File: src/rtl/dyser_cfg_loader.sv
// dyser_cfg_loader: streams one CFG_WORDS-long configuration image from a
//   synchronous config memory into the DySER config port.
// Latency: first config_en two cycles after start is accepted; done pulses
//   CFG_WORDS cycles after that. Backpressure: none. start is ignored while busy.
//   abort cancels a load in READ/LAST.
// Ports:
//   clk_i, rst_i          clock, synchronous active-high reset
//   start_i, abort_i      load request / cancel
//   base_addr_i           image start address, captured on accept
//   mem_rd_o, mem_addr_o  config-memory read strobe and address
//   mem_rdata_i           read data, valid one cycle after mem_rd_o
//   config_bits_o         config word (combinational copy of mem_rdata_i)
//   config_en_o           config_bits_o valid
//   busy_o, done_o        load in progress / one-cycle completion pulse
//   cfg_valid_o           a complete image is loaded
//   send_block_o          busy_o | ~cfg_valid_o
module dyser_cfg_loader #(
  parameter int CFG_WORDS  = 17,
  parameter int ADDR_WIDTH = 5
) (
  input  logic                  clk_i,
  input  logic                  rst_i,
  input  logic                  start_i,
  input  logic                  abort_i,
  input  logic [ADDR_WIDTH-1:0] base_addr_i,
  output logic                  mem_rd_o,
  output logic [ADDR_WIDTH-1:0] mem_addr_o,
  input  logic [20:0]           mem_rdata_i,
  output logic [20:0]           config_bits_o,
  output logic                  config_en_o,
  output logic                  busy_o,
  output logic                  done_o,
  output logic                  cfg_valid_o,
  output logic                  send_block_o
);

  localparam int K_W = $clog2(CFG_WORDS + 1);
  // k_q holds the index of the word being read in the current READ cycle.
  localparam logic [K_W-1:0] K_LAST = K_W'(CFG_WORDS - 1);

  typedef enum logic [1:0] {
    IDLE = 2'd0,
    READ = 2'd1,
    LAST = 2'd2,
    DONE = 2'd3
  } state_t;

  state_t                  state_q;
  logic [K_W-1:0]          k_q;
  logic [K_W-1:0]          k_d;
  logic [ADDR_WIDTH-1:0]   mem_addr_q;
  logic [ADDR_WIDTH-1:0]   mem_addr_d;
  logic                    mem_rd_q;
  logic                    config_en_q;
  logic                    busy_q;
  logic                    done_q;
  logic                    cfg_valid_q;

  assign k_d        = k_q + K_W'(1);
  // Natural overflow of the address register gives the modulo wrap.
  assign mem_addr_d = mem_addr_q + ADDR_WIDTH'(1);

  always_ff @(posedge clk_i) begin
    if (rst_i) begin
      state_q     <= IDLE;
      k_q         <= '0;
      mem_addr_q  <= '0;
      mem_rd_q    <= 1'b0;
      config_en_q <= 1'b0;
      busy_q      <= 1'b0;
      done_q      <= 1'b0;
      cfg_valid_q <= 1'b0;
    end else begin
      done_q      <= 1'b0;
      // Data returns one cycle after the read, so the enable simply trails
      // the read strobe; abort overrides it to drop the word in flight.
      config_en_q <= mem_rd_q;
      case (state_q)
        IDLE: begin
          if (start_i && !abort_i) begin
            state_q     <= READ;
            k_q         <= '0;
            mem_addr_q  <= base_addr_i;
            mem_rd_q    <= 1'b1;
            busy_q      <= 1'b1;
            cfg_valid_q <= 1'b0;
          end
        end
        READ: begin
          if (abort_i) begin
            state_q     <= IDLE;
            mem_rd_q    <= 1'b0;
            config_en_q <= 1'b0;
            busy_q      <= 1'b0;
          end else if (k_q == K_LAST) begin
            state_q  <= LAST;
            mem_rd_q <= 1'b0;
          end else begin
            k_q        <= k_d;
            mem_addr_q <= mem_addr_d;
          end
        end
        LAST: begin
          if (abort_i) begin
            state_q     <= IDLE;
            config_en_q <= 1'b0;
            busy_q      <= 1'b0;
          end else begin
            state_q     <= DONE;
            done_q      <= 1'b1;
            cfg_valid_q <= 1'b1;
          end
        end
        DONE: begin
          // abort is deliberately not looked at here: the image is complete.
          state_q <= IDLE;
          busy_q  <= 1'b0;
        end
        default: begin
          state_q  <= IDLE;
          mem_rd_q <= 1'b0;
          busy_q   <= 1'b0;
        end
      endcase
    end
  end

  assign mem_rd_o      = mem_rd_q;
  assign mem_addr_o    = mem_addr_q;
  assign config_bits_o = mem_rdata_i;
  assign config_en_o   = config_en_q;
  assign busy_o        = busy_q;
  assign done_o        = done_q;
  assign cfg_valid_o   = cfg_valid_q;
  assign send_block_o  = busy_q | ~cfg_valid_q;

endmodule
File: config.mk
export PLATFORM = sky130hd
export DESIGN_NAME = dyser_cfg_loader
export DESIGN_NICKNAME = d
export VERILOG_FILES = /design/src/rtl/dyser_cfg_loader.sv
export SDC_FILE = /design/constraint.sdc
export NUM_CORES = 1
export LEC_CHECK = 0
export ABC_AREA = 0
export BUFFER_PORTS_ARGS = -buffer_cell sky130_fd_sc_hd__buf_2
export CAP_MARGIN = 25
export CORE_MARGIN = 2
export CORE_UTILIZATION = 46
export CTS_BUF_LIST = sky130_fd_sc_hd__clkbuf_8
export DETAILED_ROUTE_END_ITERATION = 6
export GPL_TIMING_DRIVEN = 0
export PLACE_DENSITY = 0.83
export SKIP_CTS_REPAIR_TIMING = 1
export SLEW_MARGIN = 10
export SYNTH_ARGS = -nofsm -noshare
export SYNTH_HDL_FRONTEND = slang
export SYNTH_SLANG_ARGS = --single-unit
File: constraint.sdc
create_clock -name clk_i -period 2 [get_ports clk_i]
set_input_delay 0.1 -clock clk_i [delete_from_list [all_inputs] [get_ports clk_i]]
set_output_delay 0.1 -clock clk_i [all_outputs]
set_load 0.03 [all_outputs]
**Yosys cells after proc, flatten, opt, wreduce, memory -nomap -nowiden**

Index checks and enable logic that the tools add are counted.

- Register bits: 17
- Input port bits: 30
- Output and inout bits: 32
- Word-level logic and storage cells: 60

- Add/subtract/negate cells: 2
- Equal/unequal tests: 10
- Muxes and demuxes: 25
- Bitwise operators: 3
- Reduce and logical (&&, ||, !) cells: 12

Operators with widths:

| kind | number |
|---|---|
| $mux 5 | 6 |
| $pmux 5 s2 | 2 |
| $add 5x1->5 const B | 2 |
| $mux 1 | 9 |
| $mux 2 | 4 |
| $ne 2x2->1 const B | 4 |
| $pmux 2 s4 | 1 |
| $reduce_and 3->1 | 2 |
| $eq 5x5->1 const B | 1 |
| $eq 2x2->1 const B | 2 |
| $pmux 1 s2 | 2 |
| $reduce_and 2->1 | 2 |
| $reduce_and 4->1 | 1 |
| $reduce_bool 2->1 | 2 |
| $reduce_or 2->1 | 2 |
| $ne 3x3->1 const B | 1 |
| $pmux 1 s3 | 1 |
| $eq 2x1->1 const B | 1 |
| $logic_not 2->1 | 1 |
| $ne 2x1->1 const B | 1 |
| $not 1->1 | 2 |
| $logic_and 1x1->1 | 1 |
| $logic_not 1->1 | 1 |
| $or 1x1->1 | 1 |

**Logic depth before layout (Yosys ltp)**

- Word-level depth: 4
- Mapped depth: 8
- Mapped depth without buffers: 6

**Least setup slack after synthesis**

No wires, ideal clock.

- Path kind: reg-to-reg
- Start: register k_q[0]
- End: register mem_addr_q[4] (netlist: mem_addr_o[4])
- Library setup time: 131 ps
- Arrival time: 1616 ps
- Required time: 1869 ps
- Path slack: 253 ps
- Cell stages (with the launch flop): 9
- Path buffers: 2
- Clock period less this slack: 1747 ps
- Cell sequence: dfxtp_1 > inv_1 > ha_1 > nor4bb_1 > buf_6 > a2111o_1 > buf_6 > a21oi_2 > o32ai_2

- Longest elaborated chain between the ends: 3

RTL lines:

| what | line | text |
|---|---|---|
| start, declared | 49 | `logic [K_W-1:0] k_q;` |
| start signal, assigned | 99 | `k_q <= k_d;` |
| $eq 5x5->1 | 95 | `end else if (k_q == K_LAST) begin` |
| $ne 2x2->1 (no line) | - |  |
| $reduce_and 4->1 (no line) | - |  |
| end signal, assigned | 83 | `mem_addr_q <= base_addr_i;` |
| end signal, assigned | 100 | `mem_addr_q <= mem_addr_d;` |
| end, declared | 51 | `logic [ADDR_WIDTH-1:0] mem_addr_q;` |

No other way between the ends.
A chain may end at the register's enable or synchronous reset.

**Worst setup path in the final report**

- Start: register state_q[0]
- End: register mem_addr_q[4] (netlist: mem_addr_o[4])

- Longest elaborated chain between the ends: 3
- Elaborated cells on any way between the ends: 8
- Classes of those cells: 4 x eq/ne; 1 x mux; 3 x reduce/logical

RTL lines:

| what | line | text |
|---|---|---|
| start, declared | 48 | `state_t state_q;` |
| start signal, assigned | 65 | `state_q <= IDLE;` |
| start signal, assigned | 81 | `state_q <= READ;` |
| start signal, assigned | 91 | `state_q <= IDLE;` |
| $eq 2x1->1 or $logic_not 2->1 (tied branches) | 78 | `case (state_q)` |
| $ne 2x2->1 (no line) or $reduce_bool 2->1 (tied branches) | - |  |
| $reduce_and 4->1 (no line) | - |  |

Parallel ways exist; a longest one is shown, timed or not.

==> out/metrics.yaml <==
outcome: "complete, no violations"
critPathLaunchType: "register"
finalSetupViolations: 0
syn_area_per_cell_um2: 8.47
ys_ff_latch: 17
grt_max_degree: 11
vias_per_cell: 5.24
peakVddDrop_mv: 0.547
dieArea_um2: 3000
wire_per_inst_um: 11.6
reg2reg_depth: 8
ys_async_sr_fraction: 0
synth_top_area_cell: "dfxtp_1"
gr-total-overflow: 0
num_vias: 1121
synth_top_area_share: 0.287
clock-root-buffer: "clkbuf_8"
r2r-start: "state_q[0]$_SDFFE_PP0P_"
drc_errors: 0
hpwl_um: 1990
required_ns: 2.12
worstSetupPathType: "register to register"
synth_most_common_cell: "buf_4"
power_density_nw_per_um2: 751
dr.pass1.iters: 4
grt_util_met2: 0.292
maxSlewHeadroom: 0.688
synthTopCellsByArea: "dfxtp_1 (29%), buf_4 (14%), ha_1 (6.3%)"
synth_ff_type: "dfxtp_1"
syn_inst: 140
multi_input_area_um2: 607
yosys_warnings: 0
worst_pin_slew_ns: 0.468
max_freq_mhz: 533
crit_path_start: "state_q[0]$_SDFFE_PP0P_"
whs_ns: 0.154
cts_tree: "built"
slew_violations: 0
cts_buffers: 3
finalCriticalPeriod_ns: 1.88
first_iter_violations: 9
drv_cap: 0
core_um2: 2450
cts.path.max_buffers: 2
path_clk_slew_ns: 0.07
gp_congestion: 0.726
grt_pass1_vias: 938
syn_area_um2: 1190
io_buffers: 40
wirelength_um: 2490
fp.dieH_um: 54.8
hold_viol: 0
drive_gt1_frac: 0.418
busiest_layer: "met2"
pin_count: 62
row_count: 18
area_growth_pct: 24.1
nets: 221
worstReg2RegEnd: "mem_addr_o[4]$_SDFFE_PP0P_"
final.setup_skew_ns: 0.00535
synth_edf_count: 0
diodes: 0
clock_latency_ns: 0.25
die_w_um: 54.8
synth_common_cells: "buf_4 (22), dfxtp_1 (17), nor2_1 (10)"
nFillCells: 221
ff2ff_setup_slack_ns: 0.12
antenna_found_initial: 0
drtAntennaViolNets: 0
gr-usage-all-layers: 0.170
seq_area_frac_synth: 0.287
yosysUniqueCellTypes: 34
cp-endpoint: "mem_addr_o[4]$_SDFFE_PP0P_"
seq_area_um2: 342
stdcell_area_um2: 1470
place_area_um2: 1420
arrival_ns: 2.00
use_met3: 0.0328
utilization: 0.599
cp_max_fo: 10
cts.sink_count: 17
power_leakage_nw: 0.666
rsz0062_at_grt: "no"
grt_util_met1: 0.203
hold_class: "primary input to register"
mappedNetlistNets: 176
setup_tns_ns: 0
grt_pass1_wl_um: 3720
worstSetupEndpointType: "register"
h-tree-depth: 1
fin_total_pwr_w: 0.00110
start_util: 0.483
period_share: 0.939
worst min path at each step:
stage	endpoint	from	slack (ns)	cells past startpoint
2_1_floorplan	mem_addr_o[0]$_SDFFE_PP0P_	base_addr_i[0]	0.29	2
3_3_place_gp	mem_addr_o[0]$_SDFFE_PP0P_	base_addr_i[0]	0.40	3
3_5_place_dp	mem_addr_o[0]$_SDFFE_PP0P_	base_addr_i[0]	0.42	3
4_1_cts	mem_addr_o[0]$_SDFFE_PP0P_	base_addr_i[0]	0.16	3
5_1_grt	mem_addr_o[0]$_SDFFE_PP0P_	base_addr_i[0]	0.16	3
6_report	mem_addr_o[0]$_SDFFE_PP0P_	base_addr_i[0]	0.15	3
worst max-delay path: stages (launching register included):
cell	delay [ns]
dfxtp_1	0.36
inv_1	0.08
ha_1	0.20
buf_4	0.16
and2b_4	0.19
a2111o_1	0.39
buf_6	0.15
a21oi_2	0.12
o32ai_2	0.09
kinds of logic after synthesis:
logic type / count (synthesis) / synth area share
buffers and inverters: 37 / 0.201
multiplexers: 3 / 0.0253
AND/OR/NAND/NOR: 45 / 0.206
flip-flops: 17 / 0.287
adder cells (fa/ha/maj): 6 / 0.0633
AO/OA/AOI/OAI: 32 / 0.217
metrics by stage:
stage	instances	worst slack, ns
after floorplan	140	0.253
after global placement	210	0.154
after global routing	214	0.0000584
final	214	0.122
after CTS	214	0.0842
after detailed placement	210	0.120
registers in the layout (all words and copies together) (netlist names):
signal,flops
mem_rd_o,1
config_en_o,1
cfg_valid_o,1
busy_o,1
state_q,2
mem_addr_o,5
done_o,1
k_q,5
layer usage:
metal | wire (um) | up-vias | part of all wire
met1 | 1030 | 504 | 0.41
met5 | 0 | - | 0
met2 | 1240 | 58 | 0.50
met3 | 204 | 2 | 0.082
li1 | - | 557 | -
met4 | 18 | 0 | 0.0072
layout by cell type, fill, tap and decap left out:
master     instances
nor4bb_1           1
nand4bb_1          1
a21oi_1            8
or2b_1             1
mux2i_1            3
o21ai_1            1
o22ai_1            1
o21bai_1           1
dfxtp_1           16
clkinv_2           1
buf_6              2
o32ai_1            5
a2111oi_4          1
clkbuf_1           3
o32ai_2            2
nand2b_1           6
buf_2             42
a41oi_1            1
ha_1               6
nand3b_1           3
nor3_1             2
nor2_1            10
inv_1              8
a211oi_1           2
o211ai_1           1
nand3_1            6
a2111o_1           1
dfxtp_2            1
buf_4             22
nand2_1            8
o21ai_0            4
nor2b_1            6
a21oi_2            2
a31oi_1            1
clkbuf_8           3
and2b_4            1
o22a_1             1
where the power goes:
group / internal [W] / switching (W)
Combinational: 0.000179 / 0.000270
Sequential: 0.000370 / 0.0000278
Clock: 0.000138 / 0.000120
area by class of cell:
cell class                 count  share of cell area
inverter                       8              0.0204
multi-input combinational     86               0.412
timing repair buffer          40               0.136
clock inverter                 1             0.00340
buffer                        29               0.142
tap                           30              0.0255
clock buffer                   3              0.0281
sequential                    17               0.232
Note: power is estimated with default switching activity, not from simulation.
